File: src/rtl/stage3_writeback.sv
// stage3_writeback: final 8051 pipeline stage. Holds one stage-2 entry,
// commits its result through an acknowledged RAM/SFR write port, pulses
// the PSW flag update for arithmetic ops, and exposes the pending write
// for forwarding to earlier stages.

`ifndef BUFFER_LENGTH
`define BUFFER_LENGTH 44
`endif

module stage3_writeback #(
  parameter int          WIDTH    = 8,
  parameter logic [7:0]  PSW_ADDR = 8'hD0
) (
  input  logic                      i_clk,
  input  logic                      i_rst_n,
  input  logic [`BUFFER_LENGTH-1:0] i_buf,
  input  logic                      i_valid,
  output logic                      o_ready,
  output logic                      o_wr_en,
  output logic [WIDTH-1:0]          o_wr_addr,
  output logic [WIDTH-1:0]          o_wr_data,
  input  logic                      i_wr_ack,
  output logic                      o_psw_we,
  output logic [2:0]                o_psw_flags,
  output logic                      o_fwd_valid,
  output logic [WIDTH-1:0]          o_fwd_addr,
  output logic [WIDTH-1:0]          o_fwd_data,
  output logic [15:0]               o_retired
);

  // Buffer layout, MSB first: opcode, result, operand2, addr_op1, addr_op2, ov, ac, cy, we
  localparam int WE_BIT    = 0;
  localparam int CY_BIT    = 1;
  localparam int AC_BIT    = 2;
  localparam int OV_BIT    = 3;
  localparam int AOP2_LSB  = 4;
  localparam int AOP1_LSB  = AOP2_LSB + WIDTH;
  localparam int OPND2_LSB = AOP1_LSB + WIDTH;
  localparam int RES_LSB   = OPND2_LSB + WIDTH;
  localparam int OP_LSB    = RES_LSB + WIDTH;

  localparam logic [7:0] OP_MOV_AD = 8'hF5;

  typedef enum logic [1:0] {
    ST_IDLE  = 2'd0,
    ST_ISSUE = 2'd1,
    ST_WAIT  = 2'd2
  } state_t;

  state_t            state, state_next;
  logic [7:0]        op_q;
  logic [WIDTH-1:0]  result_q;
  logic [WIDTH-1:0]  addr_q;
  logic [2:0]        flags_q;
  logic              we_q;
  logic [15:0]       retired_q;
  logic              retiring;
  logic              ready;
  logic              capture;
  logic              arith_op;
  logic              psw_hit;
  logic              unused_fields;

  // operand2 and addr_op2 ride along in the buffer but this stage never needs them
  assign unused_fields = ^{i_buf[OPND2_LSB +: WIDTH], i_buf[AOP2_LSB +: WIDTH]};

  // ADD/ADDC/SUBB families sit in rows 2, 3 and 9 at columns 4..F
  assign arith_op = ((op_q[7:4] == 4'h2) || (op_q[7:4] == 4'h3) || (op_q[7:4] == 4'h9))
                    && (op_q[3:0] >= 4'h4);
  assign psw_hit  = arith_op || ((op_q == OP_MOV_AD) && (addr_q[7:0] == PSW_ADDR));

  // Decide whether the held entry retires this cycle and where the FSM goes next
  always_comb begin
    state_next = state;
    retiring   = 1'b0;
    ready      = 1'b0;
    capture    = 1'b0;
    case (state)
      ST_ISSUE: retiring = !we_q || i_wr_ack;
      ST_WAIT:  retiring = i_wr_ack;
      default:  retiring = 1'b0;
    endcase
    ready   = (state == ST_IDLE) || retiring;
    capture = i_valid && ready;
    case (state)
      ST_IDLE: begin
        if (capture) state_next = ST_ISSUE;
      end
      ST_ISSUE, ST_WAIT: begin
        if (retiring) state_next = capture ? ST_ISSUE : ST_IDLE;
        else          state_next = ST_WAIT;
      end
      default: state_next = ST_IDLE;
    endcase
  end

  // State register; an async reset drops any pending write immediately
  always_ff @(posedge i_clk or negedge i_rst_n) begin
    if (!i_rst_n) state <= ST_IDLE;
    else          state <= state_next;
  end

  // Holding register loads a new entry on every accepted handshake
  always_ff @(posedge i_clk or negedge i_rst_n) begin
    if (!i_rst_n) begin
      op_q     <= '0;
      result_q <= '0;
      addr_q   <= '0;
      flags_q  <= '0;
      we_q     <= 1'b0;
    end else if (capture) begin
      op_q     <= i_buf[OP_LSB +: 8];
      result_q <= i_buf[RES_LSB +: WIDTH];
      addr_q   <= i_buf[AOP1_LSB +: WIDTH];
      flags_q  <= {i_buf[CY_BIT], i_buf[AC_BIT], i_buf[OV_BIT]};
      we_q     <= i_buf[WE_BIT];
    end
  end

  // Retired-instruction counter, wraps naturally at 16 bits
  always_ff @(posedge i_clk or negedge i_rst_n) begin
    if (!i_rst_n)      retired_q <= '0;
    else if (retiring) retired_q <= retired_q + 16'd1;
  end

  assign o_ready     = ready;
  assign o_wr_en     = ((state == ST_ISSUE) && we_q) || (state == ST_WAIT);
  assign o_wr_addr   = addr_q;
  assign o_wr_data   = result_q;
  assign o_psw_we    = (state == ST_ISSUE) && psw_hit;
  assign o_psw_flags = flags_q;
  assign o_fwd_valid = (state != ST_IDLE) && we_q;
  assign o_fwd_addr  = addr_q;
  assign o_fwd_data  = result_q;
  assign o_retired   = retired_q;

endmodule

File: config.mk
export PLATFORM = sky130hd
export DESIGN_NAME = stage3_writeback
export DESIGN_NICKNAME = d
export VERILOG_FILES = /design/src/rtl/stage3_writeback.sv
export SDC_FILE = /design/constraint.sdc
export NUM_CORES = 1
export LEC_CHECK = 0
export ABC_AREA = 1
export ABC_CLOCK_PERIOD_IN_PS = 2200
export BUFFER_PORTS_ARGS = -buffer_cell sky130_fd_sc_hd__buf_2
export CELL_PAD_IN_SITES_DETAIL_PLACEMENT = 0
export CELL_PAD_IN_SITES_GLOBAL_PLACEMENT = 1
export CORE_MARGIN = 1.5
export CORE_UTILIZATION = 33
export DETAILED_ROUTE_END_ITERATION = 6
export GPL_TIMING_DRIVEN = 0
export PLACE_DENSITY = 0.87
export SYNTH_ARGS = -nofsm -noshare
export SYNTH_HDL_FRONTEND = slang
export SYNTH_SLANG_ARGS = --single-unit
File: constraint.sdc
create_clock -name i_clk -period 2.2 [get_ports i_clk]
set_clock_uncertainty 0.05 [all_clocks]
set_input_delay 0.44 -clock i_clk [delete_from_list [all_inputs] [get_ports i_clk]]
set_output_delay 0.44 -clock i_clk [all_outputs]
set_load 0.005 [all_outputs]
Word-level counts from Yosys, hierarchy flattened

Cells that the tools add are included.

Bits in registers: 46
Latch bits: 0
Bits in writable memories: 0
Memory bits (read-only): 0
Bits of input ports: 48
Output and inout bits: 55
Word-level logic and storage cells: 38
Memories: 0

Add/subtract/negate cells: 1
$mul: 0
Divide/modulo/power cells: 0
Magnitude comparators: 1
Equal/unequal tests: 8
Shifts and indexed selects: 0
Multiplexer cells: 5
Bitwise operators: 0
Reduce and logical (&&, ||, !) cells: 16

Operator list:

| operator                | count |
|---|---|
| $add A16 B1 Y16 const B | 1 |
| $eq A8 B8 Y1 const B    | 2 |
| $eq A4 B2 Y1 const B    | 2 |
| $logic_and A1 B1 Y1     | 6 |
| $logic_or A1 B1 Y1      | 6 |
| $eq A4 B4 Y1 const B    | 1 |
| $ge A4 B3 Y1 const B    | 1 |
| $mux W2                 | 2 |
| $pmux W2 S2             | 1 |
| $eq A2 B1 Y1 const B    | 1 |
| $eq A2 B2 Y1 const B    | 1 |
| $logic_not A2 Y1        | 1 |
| $ne A2 B2 Y1 const B    | 1 |
| $pmux W1 S2             | 1 |
| $reduce_bool A2 Y1      | 1 |
| $reduce_or A2 Y1        | 1 |
| $logic_not A1 Y1        | 1 |
| $mux W1                 | 1 |

Logic depth before layout (Yosys ltp)

Gate-level depths: netlist (run 1).

Depth in word-level cells: 8
Mapped depth: 11
Gate-level depth less buffers: 9

Worst setup path after synthesis (run 1)

Ideal clock, no wire load.

Path type: reg-to-output
Start: register state[1]
End: output port o_ready
Arrival time: 1.175 ns
Data required time: 1.710 ns
Slack: 0.535 ns
Cell stages (with the launch flop): 8
Buffers on the path: 1
Cell sequence: dfrtp_1 -> inv_1 -> ha_1 -> inv_1 -> nand2_1 -> nand3_4 -> nand2_2 -> buf_2

Cells in the longest elaborated chain, start to end: 3
Elaborated cells on any way between the ends: 5
Those cells by class: 2 x eq/ne; 1 x mux; 2 x reduce/logical

RTL lines:

| element                                      | line | RTL |
|---|---|---|
| start, declared                              | 50   | `state_t state, state_next;` |
| start signal, assigned                       | 100  | `else state <= state_next;` |
| $eq A2 B2 Y1 or $eq A2 B1 Y1 (tied branches) | 78   | `case (state)` |
| $pmux W1 S2                                  | 78   |  |
| $logic_or A1 B1 Y1 *                         | 83   | `ready = (state == ST_IDLE) \|\| retiring;` |
| end, declared                                | 18   | `output logic o_ready,` |

Every way passes the cells marked *; elsewhere a longest branch is shown, timed or not.

Worst setup path in the final report (run 1)

Ends and elaborated chain as after synthesis.

==> results of run 1 <==
==> routing by layer <==
layer	part of all wire	wire length (µm)	vias to the layer above
met5	0	0	-
met4	0.0094	51	0
met3	0.064	345	6
met2	0.46	2510	57
met1	0.47	2530	960
li1	-	-	1074
==> registers in the layout, indices dropped and copies added (netlist names) <==
name         cells
o_fwd_data       8
o_retired       16
o_fwd_addr       8
op_q             8
we_q             1
state            2
o_psw_flags      3
==> layout by cell type (no fill, tap or decap), types with 2 or more instances in the layout <==
cell type | synthesis | layout
sky130_fd_sc_hd__nand2_1 | 107 | 107
sky130_fd_sc_hd__buf_2 | 3 | 88
sky130_fd_sc_hd__dfrtp_1 | 46 | 46
sky130_fd_sc_hd__nand3_1 | 38 | 38
sky130_fd_sc_hd__inv_1 | 22 | 22
sky130_fd_sc_hd__buf_4 | 17 | 19
sky130_fd_sc_hd__nor2_1 | 13 | 13
sky130_fd_sc_hd__clkbuf_8 | 0 | 6
sky130_fd_sc_hd__xor2_1 | 5 | 5
sky130_fd_sc_hd__o21ai_0 | 4 | 4
sky130_fd_sc_hd__nand4_1 | 4 | 4
sky130_fd_sc_hd__ha_1 | 5 | 4
sky130_fd_sc_hd__nor3b_1 | 3 | 3
sky130_fd_sc_hd__buf_6 | 3 | 3
sky130_fd_sc_hd__clkbuf_1 | 2 | 2
sky130_fd_sc_hd__nand3b_1 | 2 | 2
sky130_fd_sc_hd__nor3_1 | 2 | 2
sky130_fd_sc_hd__xnor2_1 | 2 | 2
==> layout make-up <==
cell class,instances,area [µm²],share of cell area
Buffer,24,179,0.0592
Clock buffer,6,82.6,0.0273
Clock inverter,2,12.5,0.00414
Inverter,22,82.6,0.0273
Multi-Input combinational cell,194,947,0.314
Sequential cell,46,1150,0.381
Tap cell,96,120,0.0398
Timing Repair Buffer,88,445,0.147
==> what timing repair did <==
action                                  in CTS  in global routing
gates resized for setup                      2                  1
endpoints found under the setup margin       1                  1
buffers inserted                             0                  2
pin swaps                                    1                  1
==> power by group through the flow <==
stage                     clock network (mW)  logic [mW]  registers [mW]
after floorplan                            0        1.02            1.43
after global placement                     0        1.62            1.45
after detailed placement                   0        1.64            1.46
after CTS                              0.569        1.67            1.44
after global routing                   0.608        1.88            1.49
final                                  0.550        1.66            1.44
==> path summary, 6_finish.rpt <==
check	startpoint	end	slack, ps	depth (start not counted)
setup reg to reg	state[1]	o_retired[14]	270	10
min in group i_clk	i_buf[14]	o_fwd_addr[2]	310	3
hold reg to reg	op_q[0]	op_q[0]	430	2
hold / removal	i_rst_n	o_retired[13]	260	1
setup / recovery	state[1]	o_ready	110	7
max in group asynchronous	i_rst_n	o_psw_flags[0]	1180	1
==> cells by family after synthesis <==
family / Yosys count
AND/OR/NAND/NOR: 175
flip-flops: 46
AO/OA/AOI/OAI: 7
XOR/XNOR: 7
adder cells (fa/ha/maj): 5
buffers and inverters: 47
==> worst register-to-register path, delay by kind of cell, from the launching register on <==
kind,cells,cell delay [ps]
adders and majority gates,1,210
DFF,1,410
and+or+nand+nor,6,790
buffers and inverters,3,340
==> metrics by stage <==
step	std cells	instance area, µm²
after floorplan	287	2350
after global placement	469	2900
after detailed placement	469	2900
after CTS	476	3000
after global routing	478	3020
final	478	3020
==> results.md, run 1 <==
* Result of the run: complete, no violations
* Met1 Resource Use GR at 0.202
* Leakage power summed over all cells at around 1.7 nW
* Post-synth EDFFs at 0
* Ports placed on the boundary at 103
* Max-slew headroom at the worst pin at 0.300
* Number of placement rows at 30
* Clock tree from TritonCTS: done
* Post-synthesis simple-gate area fraction at 0.327
* Final Util at 0.442
* Worst Path Required at 1710 ps
* Maximum number of pins on one net before global-route repair at between 40 and 50
* Worst setup SP type: flop
* Via total after detailed routing at 2,097
* Leading cell types by count after synthesis: sky130_fd_sc_hd__nand2_1 (107), sky130_fd_sc_hd__dfrtp_1 (46), sky130_fd_sc_hd__nand3_1 (38)
* Area share of the largest cell type after synthesis at 0.490
* Post-Synthesis Cells at 287
* Worst Setup Slack post-DPL at 148 ps
* Global routing usage on met3 at 0.0370
* All-layer global routing usage at 0.149
* First-pass iteration count of the detailed router at 4
* Number of antenna violations at the first check in global routing at 0
* Remaining number of nets flagged by the antenna check after routing at 0
* Die footprint at 0.00763 mm²
* Arrival time worst endpoint at 1600 ps
* Final net count at 434
* Iteration-0 DRC Markers at between 90 and 100
* Post-synth ARST share at 1.00
* Number of inserted filler cells in the final layout at around 700
* Number of buffers added to fix hold violations after cts at 0
* Core ar. at 0.00683 mm²
* Number of global-route vias before repair at 2,006
* Leading post-synthesis cells by cell area: sky130_fd_sc_hd__dfrtp_1 (49%), sky130_fd_sc_hd__nand2_1 (17%), sky130_fd_sc_hd__nand3_1 (8.1%)
* Highest ir drop seen on vdd at 0.000448 V
* Deepest clock path buffer count at 2
* Kind of critical path: flop to output pin
* Cell-internal power at between 2 and 2.5 mW
* Cell mode on critical path: sky130_fd_sc_hd__inv_1
* Number of vias per cell after detailed routing at approximately 4.4
* Area growth from synthesis to final layout at 28.6%
* Proportion of power drawn by flip-flops and latches at 0.394
* Worst path buffer plus inverter count at 3
* Number of sinks driven by the clock tree at 46
* Distinct cell type count of the synthesized netlist at 25
* Clock period minus worst slack at 2090 ps
* Residual overflow from global routing at 0
* Hold Fails Final Rpt at 0
* Port Buffers at 86
* Routability Congestion at 0.737
* TritonCTS Buffers at 5
* Number of violations of the max-capacitance limit at 0
* Critical-path cell list: inv_1 > ha_2 > inv_1 > nand2_1 > nand3_4 > nand2_8 > buf_2
* Fraction of final layout cells with drive strength greater than 1 at 0.327
* Met2 layer usage reported by global route at 0.238
* Final Routed Wirelength at 5430 µm
* Sum of net half-perimeters after detailed placement at between 3000 and 4000 µm
* Clk network pwr share at 0.151
* Sw power at 1.41 mW
* Initial core utilization at 0.344
* Htree depth at 2
* Adder-cell area share of the yosys netlist at 0.0266
* Largest family of logic cells by synthesized area: simple AND/OR/NAND/NOR gates
* Portion of the clock cycle consumed by the worst path in the final layout at 0.951
* Sort of element at the end of the critical path: output pin
* Synthesized-area fraction occupied by ao, oa, aoi and oai cells at 0.0170
* Yosys top cell by area: sky130_fd_sc_hd__dfrtp_1
* Xor and xnor area share after synthesis at 0.0261
* DRC violations left at 0
* Share of total power consumed by net switching at 0.387
* Part of the total power dissipated in combinational logic at 0.455
* Avg Synthesized Cell Area at 8.18 µm²
* Total Negative Setup Slacks at 0 ps
* Minimum setup slack in the final design at 107 ps
* Number of synthesis warnings at 0
* Clock-pin slew of the registers on the worst-case setup and hold paths at 90 ps
* Tightest hold margin at 261 ps
* #FFs+latches synth at 46
* Die W at slightly below 90 µm
* Number of antenna cells inserted at 0
* Pins Over Slew Limit at 0
* Average wire per standard cell at about 11 µm
* Global-route wire length before repair at 9000 µm
* Worst min-delay path category: input pin to asynchronous set/reset pin
* Multiplexer share of the synthesized area at 0
* Max FO, Critical Path at 12
* Kind of cell adding the most delay to the critical path: flip-flops
* Max Clock Freq at around 0.48 GHz
* Worst path slowest cell: sky130_fd_sc_hd__dfrtp_1
* Sequential element share of the synthesized area at 0.490
* Clock root buffer master: sky130_fd_sc_hd__clkbuf_8
* Total power at 3.65 mW
* Setup violations, final at 0
* Most instantiated library cell after synthesis: sky130_fd_sc_hd__nand2_1
* Syn nets at 340
* Clock latency reported for the late side of the worst-skew pair at 300 ps
* Slew at the pin with the worst max-slew slack at 1050 ps
* Most congested layer reported by global routing: met2
* Most instantiated flip-flop cell in the synthesis netlist: sky130_fd_sc_hd__dfrtp_1
* Area of the mapped netlist at 0.00235 mm²
* Y dimension of the die at 87.4 µm
* PD cells at 1210 mW/mm²
* Worst stage delay on the critical path at 410 ps
Power figures use the tool's default switching activity.
==> inputs of run 2 (changes only) <==
Settings changed: ABC_CLOCK_PERIOD_IN_PS 2200 to 2700, CAP_MARGIN set to 40, CORE_UTILIZATION 33 to 36, GPL_TIMING_DRIVEN 0 to 1, PLACE_DENSITY 0.87 to 0.93.
Clock period 2.2 ns to 2.7 ns, I/O delays scaled along.
==> results.md, run 2 (synthesis results as in run 1) <==
* Number of sinks driven by the clock tree at 46
* Sum of net half-perimeters after detailed placement at roughly 3700 µm
* Kind of critical path: flop to output pin
* Result of the run: complete, no violations
* Total Negative Setup Slacks at 0 ps
* Htree depth at 2
* Arrival time worst endpoint at 1720 ps
* Highest ir drop seen on vdd at between 0.0004 and 0.0005 V
* PD cells at 972 mW/mm²
* Slew at the pin with the worst max-slew slack at 551 ps
* DRC violations left at 0
* Residual overflow from global routing at 0
* Sort of element at the end of the critical path: output pin
* Share of total power consumed by net switching at 0.400
* Global-route wire length before repair at 8630 µm
* Clk network pwr share at 0.162
* Maximum number of pins on one net before global-route repair at 36
* R2R Path Start: state[1]
* Fraction of final layout cells with drive strength greater than 1 at 0.284
* Most congested layer reported by global routing: met2
* Part of the total power dissipated in combinational logic at 0.411
* Worst min-delay path category: input pin to asynchronous set/reset pin
* Proportion of power drawn by flip-flops and latches at 0.427
* Worst R2R End: op_q[6]
* Number of violations of the max-capacitance limit at 0
* Worst Path Required at 2110 ps
* Portion of the clock cycle consumed by the worst path in the final layout at 0.857
* Y dimension of the die at about 84 µm
* Commonest non-fill, non-tap cell in the layout: sky130_fd_sc_hd__nand2_1
* Number of buffers added to fix hold violations after cts at 0
* Max FO, Critical Path at 10
* Commonest non-fill, non-tap cells in the layout: sky130_fd_sc_hd__nand2_1 (107), sky130_fd_sc_hd__buf_2 (86), sky130_fd_sc_hd__dfrtp_1 (46), sky130_fd_sc_hd__nand3_1 (38), sky130_fd_sc_hd__inv_1 (22)
* Pins Over Slew Limit at 0
* Depth of the most critical reg-to-reg path at 10
* Worst setup SP type: flop
* Clock tree from TritonCTS: done
* Met2 layer usage reported by global route at 0.252
* Cell-internal power at 1.64 mW
* Number of placement rows at 29
* Initial core utilization at 0.372
* Setup slack on the worst flop-to-flop path at around 560 ps
* Routability Congestion at 0.754
* Die footprint at 0.00702 mm²
* Post-CTS Setup Repair Bufs at 0
* Ports placed on the boundary at 103
* Deepest clock path buffer count at 2
* Setup violations, final at 0
* Area growth from synthesis to final layout at 20.0%
* Number of antenna violations at the first check in global routing at 0
* Clock latency reported for the late side of the worst-skew pair at 300 ps
* Max Clock Freq at 0.432 GHz
* Port Buffers at 86
* Core ar. at between 0.006 and 0.007 mm²
* Number of global-route vias before repair at 1,897
* Total power at 2.74 mW
* Sw power at 1.10 mW
* Max-slew headroom at the worst pin at 0.633
* First-pass iteration count of the detailed router at 4
* Clock root buffer master: sky130_fd_sc_hd__clkbuf_8
* Setup repair after global routing missed its margin: no
* All-layer global routing usage at 0.150
* Post-cts repair resize count at 0
* Clock-pin slew of the registers on the worst-case setup and hold paths at 90 ps
* Hold Fails Final Rpt at 0
* Clock period minus worst slack at between 2000 and 2500 ps
* Flip-flop count of the largest register after layout at 16
* Final net count at 411
* Leakage power summed over all cells at 1.60 nW
* Number of antenna cells inserted at 0
* Met1 Resource Use GR at 0.190
* TritonCTS Buffers at 5
* Number of vias per cell after detailed routing at 4.65
* Global routing usage on met3 at 0.0415
* Average wire per standard cell at between 10 and 15 µm
* Remaining number of nets flagged by the antenna check after routing at 0
* Via total after detailed routing at 2,029
* Iteration-0 DRC Markers at 35
* Die W at around 84 µm
* Final Routed Wirelength at 5140 µm
[run 2: per-layer routing]
metal	part of all wire	vias to the layer above	wire [µm]
met3	0.064	7	330
met4	0.012	0	63
met2	0.46	67	2390
li1	-	1028	-
met1	0.46	927	2360
met5	0	-	0
[run 2: power groups by stage]
| stage | clock, mW | combinational, mW | sequential, mW |
|---|---|---|---|
| finish | 0.444 | 1.13 | 1.17 |
| global placement | 0 | 1.11 | 1.17 |
| floorplan | 0 | 0.830 | 1.16 |
| detailed placement | 0 | 1.15 | 1.18 |
| global route | 0.474 | 1.28 | 1.21 |
| CTS | 0.452 | 1.15 | 1.17 |
[run 2: worst max path at each step]
stage / start / end / cells after the start / slack [ps]
finish: state[1] / o_ready / 7 / 390
global placement: state[1] / op_q[3] / 10 / 620
floorplan: state[1] / o_ready / 7 / 930
CTS: state[1] / o_ready / 7 / 350
global route: state[1] / o_ready / 7 / 240
detailed placement: state[1] / op_q[6] / 10 / 570
[run 2: through the flow]
step / instance area (µm²) / std cells / utilization / hold WS (ps) / setup slack, ps
floorplan: 2350 / 287 / - / 194 / 935
detailed placement: 2730 / 428 / 0.432 / 387 / 569
CTS: 2820 / 436 / 0.446 / 58.0 / 352
finish: 2820 / 436 / 0.446 / 53.0 / 386
global placement: 2730 / 428 / 0.432 / 383 / 619
global route: 2820 / 436 / 0.446 / 64.7 / 244
[run 2: layout make-up]
class,instances,area (µm²)
fill,658,3500
sequential,46,1150
multi-input combinational,194,931
timing repair buffer,89,465
tap,77,96.3
clock buffer,7,86.3
inverter,22,82.6
clock inverter,1,5.00
[run 2: worst max-delay path: stages, from the launching register on]
cell and delay, ps:
sky130_fd_sc_hd__dfrtp_1 410, sky130_fd_sc_hd__inv_1 110, sky130_fd_sc_hd__ha_1 200, sky130_fd_sc_hd__inv_1 60, sky130_fd_sc_hd__nand2_1 130, sky130_fd_sc_hd__nand3_4 160
sky130_fd_sc_hd__nand2_2 200, sky130_fd_sc_hd__buf_2 150
==> inputs of run 3 (changes only) <==
Settings changed: GPL_TIMING_DRIVEN 1 to 0.
==> results.md, run 3 (synthesis results as in run 1) <==
* Initial core utilization at 0.372
* Clock tree from TritonCTS: done
* Number of global-route vias before repair at 2,032
* Clock period minus worst slack at 2440 ps
* Fraction of final layout cells with drive strength greater than 1 at 0.322
* Highest ir drop seen on vdd at 0.000627 V
* Pins Over Slew Limit at 0
* Sort of element at the end of the critical path: output pin
* Clock-pin slew of the registers on the worst-case setup and hold paths at 80 ps
* Worst Setup Slack post-DPL at 594 ps
* First element of the critical path: state[1]
* DRC violations left at 0
* TritonCTS Buffers at 5
* Number of antenna violations at the first check in global routing at 0
* Post-CTS Setup Repair Bufs at 0
* Number of violations of the max-capacitance limit at 0
* Portion of the clock cycle consumed by the worst path in the final layout at 0.902
* Critical-path cell list: inv_1 > ha_1 > inv_1 > nand2_1 > nand3_4 > nand2_2 > buf_2 > buf_2
* Result of the run: complete, no violations
* Max Clock Freq at 0.410 GHz
* Setup violations, final at 0
* Depth of the most critical reg-to-reg path at 11
* Final Util at 0.473
* Routability Congestion at 0.755
* Leakage power summed over all cells at 1.70 nW
* Slew at the pin with the worst max-slew slack at 454 ps
* Worst R2R End: o_psw_flags[1]
* Iteration-0 DRC Markers at 79
* Worst min-delay path category: input pin to asynchronous set/reset pin
* Number of antenna cells inserted at 0
* Ports placed on the boundary at 103
* Worst setup SP type: flop
* Number of sinks driven by the clock tree at 46
* Kind of cell adding the most delay to the critical path: buffers and inverters
* Worst stage delay on the critical path at 410 ps
* Worst path slowest cell: sky130_fd_sc_hd__dfrtp_1
* Commonest non-fill, non-tap cell in the layout: sky130_fd_sc_hd__nand2_1
* Maximum number of pins on one net before global-route repair at 37
* Area post-placement at 0.00290 mm²
* Sum of net half-perimeters after detailed placement at 3950 µm
* Max-slew headroom at the worst pin at 0.697
* Clock root buffer master: sky130_fd_sc_hd__clkbuf_8
* Y dimension of the die at roughly 84 µm
* Flip-flop count of the largest register after layout at 16
* Htree depth at 2
* Number of placement rows at 29
* Hold Fails Final Rpt at 0
* Core ar. at roughly 0.0063 mm²
* Clock latency reported for the late side of the worst-skew pair at 290 ps
* R2R Path Start: state[1]
* Residual overflow from global routing at 0
* Max FO, Critical Path at 10
* Global-route wire length before repair at between 8000 and 9000 µm
* Die W at approximately 84 µm
* Final instance area at 0.00299 mm²
* Arrival time worst endpoint at approximately 1900 ps
* Post-cts repair resize count at 0
* Area growth from synthesis to final layout at 27.2%
* Port Buffers at 86
* Worst Path Required at 2110 ps
* PD cells at roughly 980 mW/mm²
* Setup repair after global routing missed its margin: no
* Minimum setup slack in the final design at 264 ps
* Via total after detailed routing at 2,109
* First-pass iteration count of the detailed router at 4
* Number of buffers added to fix hold violations after cts at 0
* Worst path buffer plus inverter count at 4
* Kind of critical path: flop to output pin
* Commonest non-fill, non-tap cells in the layout: sky130_fd_sc_hd__nand2_1 (107), sky130_fd_sc_hd__buf_2 (89), sky130_fd_sc_hd__dfrtp_1 (46), sky130_fd_sc_hd__nand3_1 (38), sky130_fd_sc_hd__inv_1 (22)
* Setup slack on the worst flop-to-flop path at 920 ps
* Remaining number of nets flagged by the antenna check after routing at 0
* Final net count at 434
* All-layer global routing usage at 0.152
* Final Routed Wirelength at 5180 µm
* Average wire per standard cell at 11.3 µm
* Die footprint at roughly 0.007 mm²
* Total Negative Setup Slacks at 0 ps
* Number of vias per cell after detailed routing at 4.59
* Deepest clock path buffer count at 2
[run 3: worst max path at each step]
stage                          to  slack, ps  depth (start not counted)
after floorplan           o_ready        930                          7
after global placement    o_ready        620                          8
after detailed placement  o_ready        590                          8
after CTS                 o_ready        250                          8
after global routing      o_ready        130                          8
final                     o_ready        260                          8
[run 3: through the flow]
step	hold WS [ps]	power, mW	instances
after CTS	68.6	2.97	459
after global routing	74.2	3.18	459
after global placement	399	2.49	450
after detailed placement	384	2.53	451
after floorplan	194	1.99	287
final	67.3	2.93	459
[run 3: power by group]
| group | total [mW] | switching (mW) | internal [mW] |
|---|---|---|---|
| clock network | 0.426 | 0.220 | 0.207 |
| registers | 1.18 | 0.228 | 0.947 |
| logic | 1.32 | 0.669 | 0.654 |
[run 3: area by class of cell]
| cell class | instances | area, µm² |
|---|---|---|
| buffer | 25 | 184 |
| clock buffer | 7 | 86.3 |
| clock inverter | 1 | 5.00 |
| fill | 648 | 3330 |
| inverter | 22 | 82.6 |
| multi-input combinational | 194 | 931 |
| sequential | 46 | 1150 |
| tap | 77 | 96.3 |
| timing repair buffer | 87 | 450 |
[run 3: per-layer routing]
layer  routed length, µm  vias to the layer above  track usage
li1                    -                     1073            -
met1                2360                      968        0.183
met2                2460                       64        0.270
met3                 318                        4       0.0406
met4                  30                        0       0.0402
met5                   0                        -            0
